==> config.mk <==
export PLATFORM = sky130hd
export DESIGN_NAME = stage_sequencer
export DESIGN_NICKNAME = d
export VERILOG_FILES = /design/src/rtl/stage_sequencer_pkg.sv /design/src/rtl/stage_sequencer_next_stage_finder.sv /design/src/rtl/stage_sequencer.sv
export SDC_FILE = /design/constraint.sdc
export NUM_CORES = 1
export LEC_CHECK = 0
export CAP_MARGIN = 15
export CORE_AREA = 2 2 61 63
export CTS_BUF_LIST = sky130_fd_sc_hd__clkbuf_4
export DETAILED_ROUTE_END_ITERATION = 10
export DIE_AREA = 0 0 63 65
export GPL_TIMING_DRIVEN = 0
export PLACE_DENSITY_LB_ADDON = 0.1
export SYNTH_ARGS = -nofsm -noshare
export SYNTH_HDL_FRONTEND = slang
export SYNTH_SLANG_ARGS = --single-unit
==> constraint.sdc <==
create_clock -name clk -period 6.6 [get_ports clk]
set_input_delay 1.98 -clock clk [delete_from_list [all_inputs] [get_ports clk]]
set_output_delay 1.98 -clock clk [all_outputs]
set_load 0.005 [all_outputs]
==> src/rtl/stage_sequencer_pkg.sv <==
// ----------------------------------------------------------------------------
// stage_sequencer_pkg
//   Shared definitions for the solver+draw run/done sequencer:
//   - sequencer state encoding
//   - default number of sequenced stages
//   - symbolic names for the stage indices (getElement ... drawCircuit)
//   - small decode helper used by the top level
// ----------------------------------------------------------------------------
package stage_sequencer_pkg;

    localparam int DEFAULT_NUM_STAGES = 11;

    typedef enum logic [2:0] {
        ST_START      = 3'd0,
        ST_START_WAIT = 3'd1,
        ST_RUN        = 3'd2,
        ST_STEP_ARM   = 3'd3,
        ST_STEP_REL   = 3'd4,
        ST_DONE       = 3'd5,
        ST_ERROR      = 3'd6
    } seq_state_t;

    // Position of each processing block in the run/done vectors.
    typedef enum logic [4:0] {
        S_GET_ELEMENT   = 5'd0,
        S_PARSE_NODES   = 5'd1,
        S_BUILD_MATRIX  = 5'd2,
        S_STAMP_SOURCES = 5'd3,
        S_FACTORIZE     = 5'd4,
        S_SOLVE         = 5'd5,
        S_CALC_CURRENTS = 5'd6,
        S_SCALE_VIEW    = 5'd7,
        S_PLACE_NODES   = 5'd8,
        S_DRAW_WIRES    = 5'd9,
        S_DRAW_CIRCUIT  = 5'd10
    } stage_id_t;

    // States in which a stage sequence is in progress (running or paused).
    function automatic logic isBusyState(input seq_state_t s);
        return (s == ST_RUN) || (s == ST_STEP_ARM) || (s == ST_STEP_REL);
    endfunction

endpackage

==> src/rtl/stage_sequencer_next_stage_finder.sv <==
// ----------------------------------------------------------------------------
// next_stage_finder
//   Combinational search over the enable mask.
//   startMode = 0 : lowest set bit of en_mask strictly above idx
//   startMode = 1 : lowest set bit of en_mask overall (idx ignored)
//
// Ports
//   en_mask   in  NUM_STAGES  stages that take part in the sequence
//   idx       in  IDX_W       currently active stage index
//   startMode in  1           search from bit 0 instead of above idx
//   next_idx  out IDX_W       index found (0 when nothing found)
//   found     out 1           a qualifying set bit exists
// ----------------------------------------------------------------------------
module next_stage_finder #(
    parameter int NUM_STAGES = 11,
    parameter int IDX_W      = 5
) (
    input  logic [NUM_STAGES-1:0] en_mask,
    input  logic [IDX_W-1:0]      idx,
    input  logic                  startMode,
    output logic [IDX_W-1:0]      next_idx,
    output logic                  found
);

    // Walking from the top bit down means the last hit written is the
    // lowest qualifying index.
    always_comb begin
        next_idx = '0;
        found    = 1'b0;
        for (int i = NUM_STAGES - 1; i >= 0; i--) begin
            if (en_mask[i] && (startMode || (IDX_W'(i) > idx))) begin
                next_idx = IDX_W'(i);
                found    = 1'b1;
            end
        end
    end

endmodule

==> src/rtl/stage_sequencer.sv <==
// ----------------------------------------------------------------------------
// stage_sequencer
//   Top-level run/done sequencer for the solver+draw pipeline. Steps the
//   enabled processing blocks one at a time in index order through a one-hot
//   run vector, advancing on the active block's done bit. Supports a per-run
//   skip mask, single-step debug pausing, a watchdog and an abort input.
//
// Ports
//   clk                in   1           system clock
//   program_reset_n    in   1           asynchronous active-low reset
//   press_start        in   1           start/step key (level, synchronised)
//   abort              in   1           forces ERROR while a sequence runs
//   step_mode          in   1           pause after each stage for a key press
//   stage_enable       in   NUM_STAGES  stages to execute, latched at launch
//   stage_done         in   NUM_STAGES  per-stage completion (level or pulse)
//   program_initialize out  1           high in START
//   run_clearScreen    out  1           high in START
//   stage_run          out  NUM_STAGES  one-hot run enable of active stage
//   busy               out  1           sequence running or paused
//   finished           out  1           sequence complete
//   error              out  1           sequence stopped by abort/watchdog
//   error_stage        out  IDX_W       stage active when ERROR was entered
//   timed_out          out  1           ERROR cause: 1 watchdog, 0 abort
//   current_stage      out  IDX_W       active/last stage index for display
// ----------------------------------------------------------------------------
module stage_sequencer
    import stage_sequencer_pkg::*;
#(
    parameter int NUM_STAGES     = DEFAULT_NUM_STAGES,
    parameter int IDX_W          = 5,
    parameter int TIMEOUT_W      = 24,
    parameter int TIMEOUT_CYCLES = 0
) (
    input  logic                  clk,
    input  logic                  program_reset_n,
    input  logic                  press_start,
    input  logic                  abort,
    input  logic                  step_mode,
    input  logic [NUM_STAGES-1:0] stage_enable,
    input  logic [NUM_STAGES-1:0] stage_done,
    output logic                  program_initialize,
    output logic                  run_clearScreen,
    output logic [NUM_STAGES-1:0] stage_run,
    output logic                  busy,
    output logic                  finished,
    output logic                  error,
    output logic [IDX_W-1:0]      error_stage,
    output logic                  timed_out,
    output logic [IDX_W-1:0]      current_stage
);

    // A zero timeout disables the watchdog; the limit is then never used.
    localparam bit                   WDOG_EN   = (TIMEOUT_CYCLES != 0);
    localparam logic [TIMEOUT_W-1:0] WDOG_LAST =
        TIMEOUT_W'((TIMEOUT_CYCLES == 0) ? 0 : (TIMEOUT_CYCLES - 1));

    seq_state_t            state,     stateNext;
    logic [IDX_W-1:0]      idx,       idxNext;
    logic [NUM_STAGES-1:0] enMask,    enMaskNext;
    logic [TIMEOUT_W-1:0]  wdog,      wdogNext;
    logic [IDX_W-1:0]      errStage,  errStageNext;
    logic                  timedOut,  timedOutNext;

    logic [NUM_STAGES-1:0] runVec;
    logic                  doneHit;
    logic                  wdogExpired;
    logic [NUM_STAGES-1:0] finderMask;
    logic                  finderStart;
    logic [IDX_W-1:0]      nextIdx;
    logic                  nextFound;

    // One-hot select of the active stage; only its done bit is looked at.
    assign runVec      = NUM_STAGES'(1) << idx;
    assign doneHit     = |(stage_done & runVec);
    assign wdogExpired = WDOG_EN && (wdog == WDOG_LAST);

    // At launch the mask register is not loaded yet, so search the live
    // enable inputs from bit 0; afterwards search the latched mask above idx.
    assign finderStart = (state == ST_START_WAIT);
    assign finderMask  = finderStart ? stage_enable : enMask;

    next_stage_finder #(
        .NUM_STAGES (NUM_STAGES),
        .IDX_W      (IDX_W)
    ) uFinder (
        .en_mask   (finderMask),
        .idx       (idx),
        .startMode (finderStart),
        .next_idx  (nextIdx),
        .found     (nextFound)
    );

    always_ff @(posedge clk or negedge program_reset_n) begin
        if (!program_reset_n) begin
            state    <= ST_START;
            idx      <= '0;
            enMask   <= '0;
            wdog     <= '0;
            errStage <= '0;
            timedOut <= 1'b0;
        end else begin
            state    <= stateNext;
            idx      <= idxNext;
            enMask   <= enMaskNext;
            wdog     <= wdogNext;
            errStage <= errStageNext;
            timedOut <= timedOutNext;
        end
    end

    // wdogNext defaults to zero: every path into RUN (launch, advance to the
    // next stage, resume from step pause) therefore starts a fresh count, and
    // only a cycle spent waiting in RUN on the same stage increments it.
    always_comb begin
        stateNext    = state;
        idxNext      = idx;
        enMaskNext   = enMask;
        wdogNext     = '0;
        errStageNext = errStage;
        timedOutNext = timedOut;

        unique case (state)
            ST_START: begin
                if (press_start) begin
                    stateNext = ST_START_WAIT;
                end
            end

            ST_START_WAIT: begin
                if (!press_start) begin
                    enMaskNext = stage_enable;
                    if (nextFound) begin
                        idxNext   = nextIdx;
                        stateNext = ST_RUN;
                    end else begin
                        stateNext = ST_DONE;
                    end
                end
            end

            // Priority: abort, then the active stage's done, then watchdog.
            ST_RUN: begin
                if (abort) begin
                    stateNext    = ST_ERROR;
                    errStageNext = idx;
                    timedOutNext = 1'b0;
                end else if (doneHit) begin
                    if (!nextFound) begin
                        stateNext = ST_DONE;
                    end else if (step_mode) begin
                        idxNext   = nextIdx;
                        stateNext = ST_STEP_ARM;
                    end else begin
                        idxNext   = nextIdx;
                        stateNext = ST_RUN;
                    end
                end else if (wdogExpired) begin
                    stateNext    = ST_ERROR;
                    errStageNext = idx;
                    timedOutNext = 1'b1;
                end else begin
                    wdogNext = (wdog == {TIMEOUT_W{1'b1}}) ? wdog : (wdog + 1'b1);
                end
            end

            ST_STEP_ARM: begin
                if (abort) begin
                    stateNext    = ST_ERROR;
                    errStageNext = idx;
                    timedOutNext = 1'b0;
                end else if (press_start) begin
                    stateNext = ST_STEP_REL;
                end
            end

            ST_STEP_REL: begin
                if (abort) begin
                    stateNext    = ST_ERROR;
                    errStageNext = idx;
                    timedOutNext = 1'b0;
                end else if (!press_start) begin
                    stateNext = ST_RUN;
                end
            end

            ST_DONE, ST_ERROR: begin
                if (press_start) begin
                    stateNext    = ST_START;
                    timedOutNext = 1'b0;
                end
            end

            default: begin
                stateNext = ST_START;
            end
        endcase
    end

    // Moore outputs; because state is reset asynchronously, stage_run drops
    // as soon as reset asserts.
    assign program_initialize = (state == ST_START);
    assign run_clearScreen    = (state == ST_START);
    assign stage_run          = (state == ST_RUN) ? runVec : '0;
    assign busy               = isBusyState(state);
    assign finished           = (state == ST_DONE);
    assign error              = (state == ST_ERROR);
    assign error_stage        = errStage;
    assign timed_out          = timedOut;
    assign current_stage      = idx;

endmodule

After elaboration in Yosys (flattened, before gate mapping). Index checks and enable logic that the tools add are counted.

Reduce and logical (&&, ||, !) cells: 35. Eq/ne operators: 15. Add/sub/neg operators: 0. Mux-type cells: 45. Bitwise logic cells: 2. Shifts and indexed selects: 1. Divide/modulo/power cells: 0. Magnitude comparators: 11. Multipliers: 0.

Operators by type and width (number): 4-bit two-way mux (11); 3-bit two-way mux (11); 11-bit two-way mux (2); 3-bit by 5-bit > comparator with 1-bit output (first input constant) (4); 5-bit two-way mux (4); 3-bit case mux with 6 select lines (1); 4-bit by 5-bit > comparator with 1-bit output (first input constant) (3); 1-bit two-way mux (14); 1-bit logical OR (13); 11-bit bitwise AND (1); 1-bit logical AND (11); 11-bit OR reduction (1); 1-bit by 5-bit left shift with 11-bit output (first input constant) (1); 1-bit by 5-bit > comparator with 1-bit output (first input constant) (2); 2-bit by 5-bit > comparator with 1-bit output (first input constant) (2); 2-bit != test (second input constant) (5); 5-bit case mux with 2 select lines (1); 3-bit equality test (second input constant) (3); 3-bit != test (second input constant) (3); 3-bit by 2-bit equality test with 1-bit output (second input constant) (2); 6-bit AND reduction (1); 2-bit AND reduction (2); 4-bit AND reduction (1); 2-bit nonzero test (2); other kinds (8) (8).

Word-level logic and storage cells: 114. Register bits after elaboration: 25. Latch bits: 0. RAM bits: 0. ROM bits: 0. Output and inout port bits: 27. Input bits: 27. Memories: 0.

Depth between registers and ports, before layout. Gate-level depths: netlist of the first run.

Depth in word-level cells: 18. Depth in mapped cells: 8. Gate-level depth less buffers: 6.

Hierarchy. From an unflattened synthesis of the first run, not the netlist that was laid out.

Cells, all modules: 236. Area, all modules: 2034.5 µm².

Modules (own cells, without submodules): stage_sequencer (cells an instance 172, area an instance 1641.6 µm², times used 1, seq. area each 600.6 µm²); next_stage_finder (cells an instance 64, area an instance 392.9 µm², times used 1, seq. area each 0.0 µm²).

Worst setup path after synthesis of the first run. No wires, ideal clock.

Kind: input port to flip-flop. From: in stage_enable[7]. To: reg idx[0], in the netlist current_stage[0]. Stages on the path: 5. Library setup time: 125 ps. Data required time: 6475 ps. Slack: 3239 ps. Arrival time: 3236 ps. Path buffers: 0. Cells stage by stage: or3_4 o32ai_4 and3_4 nor3_4 mux2_4.

Word-level cells in the longest chain between the ends: 14. Elaborated cells on any way between the ends: 23. Classes of those cells: mux (22); reduce/logical (1).

RTL lines: start: declaration (line stage_sequencer.sv:39) `input logic [NUM_STAGES-1:0] stage_enable,`; 11-bit two-way mux * (line stage_sequencer.sv:80) `assign finderMask = finderStart ? stage_enable : enMask;`; 1-bit logical AND * (line stage_sequencer_next_stage_finder.sv:31) `if (en_mask[i] && (startMode || (IDX_W'(i) > idx))) begin`; 4-bit two-way mux or 1-bit two-way mux (tied branches) (8 in a row) (line stage_sequencer_next_stage_finder.sv:31); 5-bit two-way mux * (line stage_sequencer.sv:148) `if (!nextFound) begin`; 5-bit two-way mux (line stage_sequencer.sv:147) `end else if (doneHit) begin`; 5-bit two-way mux (line stage_sequencer.sv:143) `if (abort) begin`; 5-bit case mux with 2 select lines * (line stage_sequencer.sv:122) `unique case (state)`; end signal: assignment (line stage_sequencer.sv:103) `idx <= idxNext;`; end: declaration (line stage_sequencer.sv:58) `logic [IDX_W-1:0] idx, idxNext;`.

Mark *: on every way between the ends. The rest lies on a longest branch, timed or not. The select of a mux whose other input is x is not followed. A chain may end at the register's enable or synchronous reset.

Worst setup path after layout of the first run.
From: reg idx[3], in the netlist current_stage[3]. To: out stage_run[9].

Word-level cells in the longest chain between the ends: 2.

RTL lines: 1-bit by 5-bit left shift with 11-bit output (line stage_sequencer.sv:73) `assign runVec = NUM_STAGES'(1) << idx;`; 11-bit two-way mux (line stage_sequencer.sv:203) `assign stage_run = (state == ST_RUN) ? runVec : '0;`; end: declaration (line stage_sequencer.sv:43) `output logic [NUM_STAGES-1:0] stage_run,`.

Every way passes these cells.

==> key figures, run 1 <==
Outcome
  • Status: completed

Routing
  • Initial drt markers: 98
  • Wire per inst: 14.4 um
  • DRT antenna net count: 0
  • Vias per cell: 5.59
  • Vias: 1,695
  • WL final: 4.35 mm
  • DRC violations left: 0
  • DRT Pass-1 Iters: 4

Setup path
  • CP Data Arrival Time: 2.44 ns
  • Critical path type: register to output port
  • Maximum net fanout on the critical path: 10
  • CP Capture Type: output port
  • Worst EP required: 4.62 ns
  • CP Launch Type: register
  • Critical path's largest stage delay: 0.51 ns
  • Worst path cell trace: clkbuf_1, nand2b_1, or4_1, nor2_1, clkdlybuf4s50_1
  • Slowest cell on crit path: clkdlybuf4s50_1

Power and ir drop
  • Max VDD drop: 212 uV
  • Leak Pwr: 0.897 nW
  • Overall Power: 0.00102 W
  • PD cells: 451 mW/mm2

Synth
  • YS warnings: 0
  • Largest family of logic cells by synthesized area: simple AND/OR/NAND/NOR gates
  • Register area share after synthesis: 0.314
  • Compound-Gate Fraction of Synth Area: 0.239
  • Syn Inst Count: 199
  • Seq cells post-synth: 21
  • Post-synthesis adder-cell area fraction: 0
  • Simple-gate share of the synthesized area: 0.249
  • Dominant synthesized flop cell: dfrtp_1
  • Asr flop ratio synth: 1.00
  • Mux share of post-synthesis cell area: 0.127
  • Cell Area, Synth: 0.00167 mm2
  • Syn_area_per_cell: 8.40 um2
  • Xor and xnor area share after synthesis: 0.00524
  • Number of flops mapped to enable cells by yosys: 0
  • Cell variety after synth: 52

STA
  • Tmin final: 4.42 ns
  • Max Clock Skew: 0.00593 ns
  • Final worst slack: 2.18 ns
  • Slew HR: 0.335
  • Fmax achieved: 226 MHz
  • Slew at the pin with the worst max-slew slack: 0.994 ns
  • Setup TNS: 0 ns
  • Fin crit share: 0.670
  • Fin. max-slew vios: 0
  • # setup viols final: 0
  • RSZ-0062 raised after global routing: false
  • Final hold vios: 0

Placed design
  • RD Place Congestion: 0.854
  • Pre-CTS setup slack: 2.54 ns
  • DP HPWL: 3.44 mm
  • Placed cells: 299
  • Port-buffer cells: 50

GRT
  • Gr usage total: 0.227
  • Most used routing layer in global routing: met2
  • Largest net degree at the start of global routing: 22
  • Grt met1 use: 0.328
  • Global route overflow: 0
  • Global-route wire length before repair: 7.44 mm
  • Met3 GRT Util: 0.0330
  • Number of global-route vias before repair: 1,503
  • Initial antenna violation count: 0
  • M2 GR Usage: 0.362

Clocking
  • Clock latency on the worst-skew pair: 0.31 ns
  • Clock root buffer: clkbuf_4
  • Worst-path clk slew: 0.13 ns
  • CTS max path bufs: 2
  • Hold buffers post-CTS: 0
  • Num CTS Buffers: 3
  • Sink Count: 21
  • Post_cts resized: 0
  • Post-CTS Repair Setup Buffers: 0
  • H-tree levels: 1
  • CTS tree: yes

Cells and area
  • Share of cells above drive strength 1: 0.141
  • Nets: 283
  • Layout Area Growth over Synthesis: 35.6%
  • Antenna Cells: 0
  • Final non-filler cell total: 303
  • Most common cell after layout, fill and taps aside: clkdlybuf4s50_1
  • Most frequent cells in the layout: clkdlybuf4s50_1 (50), nor2_1 (26), dfrtp_1 (21)

Floorplan
  • Die area: 0.00410 mm2
  • Core region area: 0.00350 mm2
  • Die width: 63 um
  • Initial core utilization: 0.478
  • I/O pins: 54
  • Chip height: 65 um
  • # rows: 22

Worst hold path
  • Hold Crit Class: register to register

Flow run
  • MaxCap Viol Count: 0
## per-layer routing
| metal | wire [um] | vias to the layer above |
|---|---|---|
| met5 | 0 | - |
| met4 | 34 | 0 |
| met3 | 310 | 6 |
| met2 | 1930 | 61 |
| met1 | 2080 | 798 |
| li1 | - | 830 |
## Yosys cell counts (2+ instances only)
master | number | share of area
nor2_1 | 26 | 0.058
dfrtp_1 | 21 | 0.31
nand2_1 | 20 | 0.045
o21ai_0 | 14 | 0.042
a21oi_1 | 10 | 0.030
mux2_2 | 10 | 0.067
inv_1 | 9 | 0.020
clkbuf_1 | 7 | 0.016
nand2b_1 | 6 | 0.022
buf_4 | 5 | 0.022
a31oi_1 | 4 | 0.015
nand3_1 | 4 | 0.012
nor2b_1 | 4 | 0.015
nor3_1 | 4 | 0.012
o31ai_1 | 4 | 0.018
mux2_4 | 3 | 0.027
nand4_1 | 3 | 0.011
nor3b_1 | 3 | 0.013
o22ai_1 | 3 | 0.011
a21o_1 | 2 | 0.0090
a221oi_1 | 2 | 0.010
a31o_2 | 2 | 0.010
buf_1 | 2 | 0.0045
mux4_2 | 2 | 0.027
o21ba_2 | 2 | 0.012
## path summary, 6_finish.rpt
check | slack, ns | startpoint | to | cells after the start
min in group asynchronous | 2.20 | program_reset_n | enMask[6]$_DFFE_PN0P_ | 1
worst max register to register | 4.13 | current_stage[0]$_DFFE_PN0P_ | state[2]$_DFFE_PN0P_ | 7
max in group asynchronous | 3.80 | program_reset_n | current_stage[2]$_DFFE_PN0P_ | 1
worst max-delay path | 2.18 | current_stage[3]$_DFFE_PN0P_ | stage_run[9] | 5
worst min register to register | 0.49 | error_stage[0]$_DFFE_PN0P_ | error_stage[0]$_DFFE_PN0P_ | 2
worst min-delay path | 0.49 | error_stage[0]$_DFFE_PN0P_ | error_stage[0]$_DFFE_PN0P_ | 2
## kinds of logic after synthesis
logic type	Yosys count
AO/OA/AOI/OAI	56
flip-flops	21
buffers and inverters	23
other	1
XOR/XNOR	1
AND/OR/NAND/NOR	81
multiplexers	16
## area by class of cell
type	instances	area (um2)
Buffer	14	71.3
Clock buffer	3	22.5
Clock inverter	1	5.00
Fill cell	329	1230
Inverter	9	33.8
Multi-Input combinational cell	157	1050
Sequential cell	21	526
Tap cell	48	60.1
Timing Repair Buffer	50	500
## registers in the layout, summed over array words and instances (netlist names)
signal / count
error_stage: 4
enMask: 10
state: 3
current_stage: 4
## power breakdown
group / switching (W) / total, W / internal (W)
sequential: 0.0000654 / 0.000256 / 0.000191
combinational: 0.000350 / 0.000702 / 0.000352
clock: 0.0000422 / 0.0000649 / 0.0000226
## worst max-delay path: cells and delay by family, from the launching register on
kind / cells / cell delay (ns)
buf+inv: 2 / 0.90
flops: 1 / 0.50
simple gates: 3 / 0.73
## metrics by stage
stage / utilization / hold WS (ns) / instance area, um2
after floorplan: - / 0.464 / 1680
after global placement: 0.641 / 0.461 / 2240
after detailed placement: 0.641 / 0.470 / 2240
after CTS: 0.649 / 0.499 / 2270
after global routing: 0.649 / 0.533 / 2270
final: 0.649 / 0.489 / 2270
(Power assumes the default switching activity.)
==> run 2: changes to the inputs <==
- CORE_AREA: 2 2 61 63 -> 2 2 66 68
- DIE_AREA: 0 0 63 65 -> 0 0 68 70
- clock period: 6.6 -> 3.9 ns (I/O delays scaled with it)
==> key figures, run 2 (same netlist as run 1, synthesis figures left out) <==
Outcome
  • Status: completed (unchanged)

Routing
  • DRT Pass-1 Iters: 4 (unchanged)
  • Wire per inst: 15.5 um (was 14.4 um)
  • DRC violations left: 0 (unchanged)
  • DRT antenna net count: 0 (unchanged)
  • Initial drt markers: 110 (was 98)
  • WL final: 4.77 mm (was 4.35 mm)
  • Vias per cell: 5.55 (was 5.59)
  • Vias: 1,704 (was 1,695)

GRT
  • Largest net degree at the start of global routing: 22 (unchanged)
  • Number of global-route vias before repair: 1,645 (was 1,503)
  • Global-route wire length before repair: 7.87 mm (was 7.44 mm)
  • Initial antenna violation count: 0 (unchanged)
  • Gr usage total: 0.210 (was 0.227)
  • Global route overflow: 0 (unchanged)

Cells and area
  • Multi-input gate area: 0.00105 mm2 (unchanged)
  • Nets: 283 (unchanged)
  • Final non-filler cell total: 307 (was 303)
  • Antenna Cells: 0 (unchanged)
  • Most common cell after layout, fill and taps aside: clkdlybuf4s50_1 (unchanged)
  • Most frequent cells in the layout: clkdlybuf4s50_1 (50), nor2_1 (26), dfrtp_1 (21) (unchanged)
  • Fill count: 416 (was 329)
  • Max reg flops: 10 (unchanged)
  • Layout Area Growth over Synthesis: 36.1% (was 35.6%)
  • Share of cells above drive strength 1: 0.141 (unchanged)
  • FF/Latch Area: 526 um2 (unchanged)
  • Largest register by flop count: enMask (unchanged)

Floorplan
  • Core region area: 0.00414 mm2 (was 0.00350 mm2)
  • Chip height: 70 um (was 65 um)
  • Die width: 68 um (was 63 um)
  • Initial core utilization: 0.403 (was 0.478)
  • I/O pins: 54 (unchanged)
  • Die area: 0.00476 mm2 (was 0.00410 mm2)
  • # rows: 24 (was 22)

STA
  • Fin. max-slew vios: 0 (unchanged)
  • Setup TNS: 0 ns (unchanged)
  • Slew at the pin with the worst max-slew slack: 1.03 ns (was 0.994 ns)
  • Fmax achieved: 275 MHz
  • Final worst slack: 0.259 ns (was 2.18 ns)
  • # setup viols final: 0 (unchanged)
  • Fin crit share: 0.934
  • Final hold vios: 0 (unchanged)
  • Max Clock Skew: 0.00571 ns (was 0.00593 ns)
  • RSZ-0062 raised after global routing: false (unchanged)
  • Slew HR: 0.309 (was 0.335)
  • Tmin final: 3.64 ns

Setup path
  • CP Capture Type: output port (unchanged)
  • Maximum net fanout on the critical path: 10 (unchanged)
  • CP Data Arrival Time: 2.47 ns (was 2.44 ns)
  • Critical path's largest stage delay: 0.51 ns (about the same)
  • Critical path type: register to output port (unchanged)
  • CP Launch Type: register (unchanged)
  • Family with the most delay on the worst path: buffers and inverters (unchanged)
  • Slowest cell on crit path: clkdlybuf4s50_1 (unchanged)
  • WP buf/inv: 2 (unchanged)
  • Worst path cell trace: clkbuf_1, nand2b_1, or4_1, nor2_1, clkdlybuf4s50_1 (unchanged)
  • Worst EP required: 2.73 ns (was 4.62 ns)

Clocking
  • CTS max path bufs: 2 (unchanged)
  • Num CTS Buffers: 3 (unchanged)
  • H-tree levels: 1 (unchanged)
  • Sink Count: 21 (unchanged)
  • CTS tree: yes (unchanged)
  • Clock latency on the worst-skew pair: 0.31 ns (about the same)
  • Post_cts resized: 0 (unchanged)
  • Hold buffers post-CTS: 0 (unchanged)
  • Clock root buffer: clkbuf_4 (unchanged)
  • Post-CTS Repair Setup Buffers: 0 (unchanged)
  • Worst-path clk slew: 0.13 ns (about the same)

Placed design
  • RD Place Congestion: 0.863 (was 0.854)
  • Placed cells: 303 (was 299)
  • Pre-CTS setup slack: 0.620 ns (was 2.54 ns)
  • Port-buffer cells: 50 (unchanged)
  • DP HPWL: 3.68 mm (was 3.44 mm)

Power and ir drop
  • PD cells: 772 mW/mm2 (was 451 mW/mm2)
  • Leak Pwr: 0.898 nW (was 0.897 nW)
  • Max VDD drop: 325 uV (was 212 uV)

Worst hold path
  • Hold Crit Class: register to register (unchanged)

Flow run
  • MaxCap Viol Count: 0 (unchanged)
==> run 2: changes by cell type in the layout (fill, tap and decap cells not counted), sizes merged <==
cell	before	now
clkbuf	10	11
clkinv	1	0
==> run 2: report_power, final <==
part	switching [W]	internal [W]
sequential	0.000117	0.000323
clock	0.0000733	0.0000469
combinational	0.000601	0.000595
total	0.000792	0.000965
==> run 2: layer usage <==
| layer | global-route usage | routed length, um | vias to the layer above |
|---|---|---|---|
| li1 | - | - | 837 |
| met1 | 0.289 | 2230 | 809 |
| met2 | 0.345 | 2200 | 56 |
| met3 | 0.0338 | 315 | 2 |
| met4 | 0.0422 | 21 | 0 |
| met5 | 0 | 0 | - |
==> run 2: worst reg2reg max path: stages, from the launching register on <==
cell      delay, ns
dfrtp_1        0.49
or3b_4         0.47
clkbuf_1       0.24
o22a_1         0.33
and3_4         0.24
nor3_4         0.30
mux2_4         0.33
==> run 2: area by class of cell <==
type                    instances  area share
repair buffers                 50       0.220
inverters                       9      0.0149
plain buffers                  14      0.0314
clock buffers                   4      0.0132
well taps                      52      0.0286
flip-flops and latches         21       0.231
multi-input cells             157       0.461
==> run 2: path summary, 6_finish.rpt <==
| path | startpoint | to | slack, ns | cells past startpoint |
|---|---|---|---|---|
| worst max-delay path | current_stage[3]$_DFFE_PN0P_ | stage_run[8] | 0.26 | 5 |
| worst min-delay path | error_stage[1]$_DFFE_PN0P_ | error_stage[1]$_DFFE_PN0P_ | 0.49 | 2 |
| worst max register to register | state[2]$_DFFE_PN0P_ | current_stage[0]$_DFFE_PN0P_ | 1.40 | 6 |
| worst min register to register | error_stage[1]$_DFFE_PN0P_ | error_stage[1]$_DFFE_PN0P_ | 0.49 | 2 |
| max in group asynchronous | program_reset_n | enMask[4]$_DFFE_PN0P_ | 1.87 | 1 |
| min in group asynchronous | program_reset_n | current_stage[2]$_DFFE_PN0P_ | 1.41 | 1 |
==> run 2: metrics by stage <==
step	util	instance area, um2	power (W)	hold slack [ns]
after floorplan	-	1680	0.00123	0.464
after global placement	0.542	2240	0.00162	0.467
after detailed placement	0.542	2240	0.00164	0.470
after CTS	0.549	2270	0.00176	0.500
after global routing	0.549	2270	0.00192	0.528
final	0.549	2270	0.00176	0.492
==> RTL edit 1, RTL diff (settings of run 2) <==
Make the reset (`program_reset_n`) synchronous in one clocked block. Comments in the files are not updated.
--- a/src/rtl/stage_sequencer.sv
+++ b/src/rtl/stage_sequencer.sv
@@ -91,5 +91,5 @@
     );
 
-    always_ff @(posedge clk or negedge program_reset_n) begin
+    always_ff @(posedge clk) begin
         if (!program_reset_n) begin
             state    <= ST_START;
Check against the original RTL: differs if program_reset_n is asserted again (counterexample within 4 cycles, from zero or initial values and one cycle with program_reset_n low); with program_reset_n held inactive, the same outputs for 4 cycles.
==> RTL edit 1 against run 2 <==
Count of clock-buffer cells in the layout is the same. Final area down 3.6%. Sequential share of layout area down 3.9 points. Synthesized cell count increased by 16%. Synthesized area down 3.8%. Sequential cell count unchanged. Clock skew increased by 0.0098 ns. Cell count up 9.8%. Clock power rose by 5%. Routed wire length is 3.9% higher. Total power is 37% lower. Critical path depth did not move. Setup slack better by 0.087 ns.
==> RTL edit 1: results (changes against run 2) <==
| Metric | Value |
|---|---|
| Post-Route Skew | 0.0155 ns (was 0.00571 ns) |
| Placer Congestion | 0.882 (was 0.863) |
| Syn Inst Count | 231 (was 199) |
| Synth Area in Compound Gates | 0.290 (was 0.239) |
| Vias in the first global route | 1627 (was 1645) |
| Top cells by count, synth | 31 x nand2_1, 27 x nor2_1, 24 x a21oi_1 (was 26 x nor2_1, 21 x dfrtp_1, 20 x nand2_1) |
| Synth area leaders | dfxtp_1 26%, a21oi_1 7.5%, nand2_1 7.2%, nor2_1 6.3%, mux2i_1 3.1% (was dfrtp_1 31%, mux2_2 6.7%, nor2_1 5.8%, nand2_1 4.5%, o21ai_0 4.2%) |
| VDD IR max | 0.218 mV (was 0.325 mV) |
| Met1 wire length | 2350 um (was 2230 um) |
| GR Layer Usage met2 | 0.341 (was 0.345) |
| Status | finished clean (unchanged) |
| XOR/XNOR Fraction of Synth Area | 0 (was 0.00524) |
| Register area share after synthesis | 0.261 (was 0.314) |
| WL final | 4950 um (was 4770 um) |
| Final WS setup | 0.346 ns (was 0.259 ns) |
| Static Leak | 0.000753 uW (was 0.000898 uW) |
| Post-synthesis mux area share | 0.0381 (was 0.127) |
| Placed insts | 333 (was 303) |
| Largest net degree at the start of global routing | 12 (was 22) |
| Worst-skew pair later-pin latency | 0.34 ns (was 0.31 ns) |
| Average vias per placed instance | 5.55 (about the same) |
| Nets | 313 (was 283) |
| Reg-to-reg critical path endpoint | current_stage[1]$_SDFFE_PN0P_ (was current_stage[0]$_DFFE_PN0P_) |
| Top_reg_cell synth | dfxtp_1 (was dfrtp_1) |
| DR iter-0 viols | 133 (was 110) |
| First-pass GRT wire length | 7830 um (was 7870 um) |
| Finished Layout Cells | 337 (was 307) |
| Total track usage | 0.212 (was 0.210) |
| Fill count | 449 (was 416) |
| DR WL met3 | 296 um (was 315 um) |
| Pre-CTS worst setup slack | 0.582 ns (was 0.620 ns) |
| Met1 Use GR | 0.291 (was 0.289) |
| Unique cell type count in the Yosys netlist | 53 (was 52) |
[RTL edit 1: cell types whose count changed after synthesis, moves of 3 or more]
cell	delta
mux2i_1	+4
nand4b_1	+3
dfrtp_1	-21
mux2_2	-9
clkbuf_1	+6
nor3_1	+3
dfxtp_1	+21
nand2_1	+11
mux2_4	-3
a21oi_1	+14
o21ai_0	-5
[RTL edit 1: worst max-delay path: stages (launching register included)]
cell	delay, ns
dfxtp_1	0.50
clkbuf_1	0.38
clkbuf_2	0.32
nand2b_1	0.13
nor3_1	0.20
clkdlybuf4s50_1	0.53
[RTL edit 1: how the worst min path moves through the flow]
stage / slack (ns) / cells after the start / end / start
global route: 0.48 / 2 / enMask[5]$_SDFFE_PN0P_ / enMask[5]$_SDFFE_PN0P_
detailed placement: 0.45 / 2 / enMask[5]$_SDFFE_PN0P_ / enMask[5]$_SDFFE_PN0P_
global placement: 0.44 / 2 / enMask[5]$_SDFFE_PN0P_ / enMask[5]$_SDFFE_PN0P_
finish: 0.47 / 2 / enMask[5]$_SDFFE_PN0P_ / enMask[5]$_SDFFE_PN0P_
floorplan: 0.43 / 2 / enMask[5]$_SDFFE_PN0P_ / enMask[5]$_SDFFE_PN0P_
CTS: 0.46 / 2 / enMask[5]$_SDFFE_PN0P_ / enMask[5]$_SDFFE_PN0P_
[RTL edit 1: final cells by class]
class,count,area share
Sequential cell,21,0.192
Tap cell,52,0.0297
Inverter,8,0.0137
Buffer,20,0.0428
Timing Repair Buffer,48,0.219
Clock buffer,4,0.0137
Multi-Input combinational cell,184,0.489
[RTL edit 1: where the power goes]
part	switching, uW	total [uW]	internal, uW
registers	47.2	299	252
clock network	78.5	126	47.2
logic	378	684	306
total	504	1110	605
==> RTL edit 2, RTL diff (config.mk and constraints of run 2) <==
Without the edit above. `IDX_W` is set to 5 in 2 places; all go to 6.
--- a/src/rtl/stage_sequencer_next_stage_finder.sv
+++ b/src/rtl/stage_sequencer_next_stage_finder.sv
@@ -14,5 +14,5 @@
 module next_stage_finder #(
     parameter int NUM_STAGES = 11,
-    parameter int IDX_W      = 5
+    parameter int IDX_W      = 6
 ) (
     input  logic [NUM_STAGES-1:0] en_mask,
--- a/src/rtl/stage_sequencer.sv
+++ b/src/rtl/stage_sequencer.sv
@@ -28,5 +28,5 @@
 #(
     parameter int NUM_STAGES     = DEFAULT_NUM_STAGES,
-    parameter int IDX_W          = 5,
+    parameter int IDX_W          = 6,
     parameter int TIMEOUT_W      = 24,
     parameter int TIMEOUT_CYCLES = 0
Interface: changed (resized current_stage and error_stage); port bits go from 54 to 56. No check against the original RTL was run, so the function may have changed too.
==> RTL edit 2 against run 2 <==
Final area grew 0.17%. Register-to-register slack improved by 0.05 ns. Sequential power fell by 4%. Total power down 1.8%. Sequential cell count unchanged. Setup slack improved by 0.18 ns. Cell count increased by 0.65%. Via count down 0.94%. Synthesized area up 0.37%. Core utilization rose by 0.091 points. Maximum frequency up 5.2%. First-iteration DRC count up 5.5%. Routed wire length decreased by 6.7%. Critical path type unchanged. Critical endpoint is now stage_run[9]. Largest power group unchanged.
==> RTL edit 2: results (changes against run 2) <==
| Metric | Value |
|---|---|
| Status | finished clean (unchanged) |
| VDD IR max | 0.315 mV (was 0.325 mV) |
| Post-synthesis mux area share | 0.113 (was 0.127) |
| Vias in the first global route | 1490 (was 1645) |
| Max FO, Critical Path | 6 (was 10) |
| Crit path max-delay family | simple AND/OR/NAND/NOR gates (was buffers and inverters) |
| Max incr delay on CP | 0.53 ns (was 0.51 ns) |
| Register area share after synthesis | 0.313 (was 0.314) |
| DR iter-0 viols | 116 (was 110) |
| Post-Route Skew | 0.00249 ns (was 0.00571 ns) |
| Max_slew headroom | 0.299 (was 0.309) |
| Fill count | 417 (was 416) |
| Int Pwr | 942 uW (was 965 uW) |
| Hpwl dp | 3460 um (was 3680 um) |
| Nets | 285 (was 283) |
| PortBufs | 49 (was 50) |
| Largest net degree at the start of global routing | 22 (unchanged) |
| Top cells by count, synth | 26 x nor2_1, 21 x dfrtp_1, 15 x nand2_1 (was 26 x nor2_1, 21 x dfrtp_1, 20 x nand2_1) |
| Reg clk slew, reported paths | 0.13 ns (about the same) |
| TritonCTS Buffers | 3 (unchanged) |
| DR vias | 1688 (was 1704) |
| Synth area leaders | dfrtp_1 31%, mux2_2 8.7%, nor2_1 5.8%, o21ai_0 3.6%, buf_4 3.6% (was dfrtp_1 31%, mux2_2 6.7%, nor2_1 5.8%, nand2_1 4.5%, o21ai_0 4.2%) |
| Unique cell type count in the Yosys netlist | 56 (was 52) |
| XOR/XNOR Fraction of Synth Area | 0.00522 (was 0.00524) |
| Routed WL per cell | 14.4 um (was 15.5 um) |
| Share of post-route cells with drive strength above 1 | 0.167 (was 0.141) |
## RTL edit 2: changes by cell type after synthesis, sizes merged, moves of 3 or more
cell | before | now
nand2 | 20 | 15
buf | 7 | 16
nor3 | 5 | 12
clkbuf | 7 | 2
inv | 9 | 6
## RTL edit 2: metal layers
| layer | global-route usage | up-vias | wire, um |
|---|---|---|---|
| met2 | 0.300 | 45 | 2020 |
| met4 | 0.0289 | 0 | 28 |
| li1 | - | 839 | - |
| met1 | 0.287 | 800 | 2180 |
| met5 | 0 | - | 0 |
| met3 | 0.0306 | 4 | 225 |
## RTL edit 2: metrics by stage
step           utilization  std cells  instance area, um^2  setup slack [ns]
6_report             0.550        309                 2280             0.439
2_1_floorplan            -        204                 1690              1.28
4_1_cts              0.550        309                 2280             0.445
3_5_place_dp         0.543        305                 2250             0.527
5_1_grt              0.550        309                 2280             0.324
3_3_place_gp         0.543        305                 2250             0.585
## RTL edit 2: layout make-up
class / instances / share of cell area
Clock buffer: 4 / 0.0132
Tap cell: 52 / 0.0286
Multi-Input combinational cell: 158 / 0.451
Inverter: 7 / 0.0115
Sequential cell: 21 / 0.231
Timing Repair Buffer: 49 / 0.215
Buffer: 18 / 0.0500
## RTL edit 2: cells by family after synthesis
kind of cell / count (synthesis)
multiplexers: 16
flip-flops: 21
XOR/XNOR: 1
buffers and inverters: 25
AO/OA/AOI/OAI: 55
other: 1
AND/OR/NAND/NOR: 81
## RTL edit 2: power by group through the flow
stage	Clock (uW)	Combinational, uW	Sequential [uW]
after global placement	0	1180	424
after CTS	119	1190	421
after detailed placement	0	1180	427
final	118	1190	422
after floorplan	0	825	404
after global routing	131	1310	436
## RTL edit 2: worst register-to-register path, stage by stage, from the launching register on
cell,delay [ns]
dfrtp_1,0.54
buf_2,0.29
a31oi_1,0.11
o311ai_1,0.56
o22ai_1,0.29
nor2_1,0.22
mux2_1,0.34
## RTL edit 2: final timing paths
path                                              start                           end  slack [ns]  cells past startpoint
setup / recovery                   state[1]$_DFFE_PN0P_                  stage_run[9]        0.44                      5
hold / removal               error_stage[3]$_DFFE_PN0P_    error_stage[3]$_DFFE_PN0P_        0.49                      2
setup reg to reg           current_stage[2]$_DFFE_PN0P_  current_stage[1]$_DFFE_PN0P_        1.45                      6
hold reg to reg              error_stage[3]$_DFFE_PN0P_    error_stage[3]$_DFFE_PN0P_        0.49                      2
max in group asynchronous               program_reset_n  current_stage[0]$_DFFE_PN0P_        1.85                      1
min in group asynchronous               program_reset_n          state[1]$_DFFE_PN0P_        1.42                      1
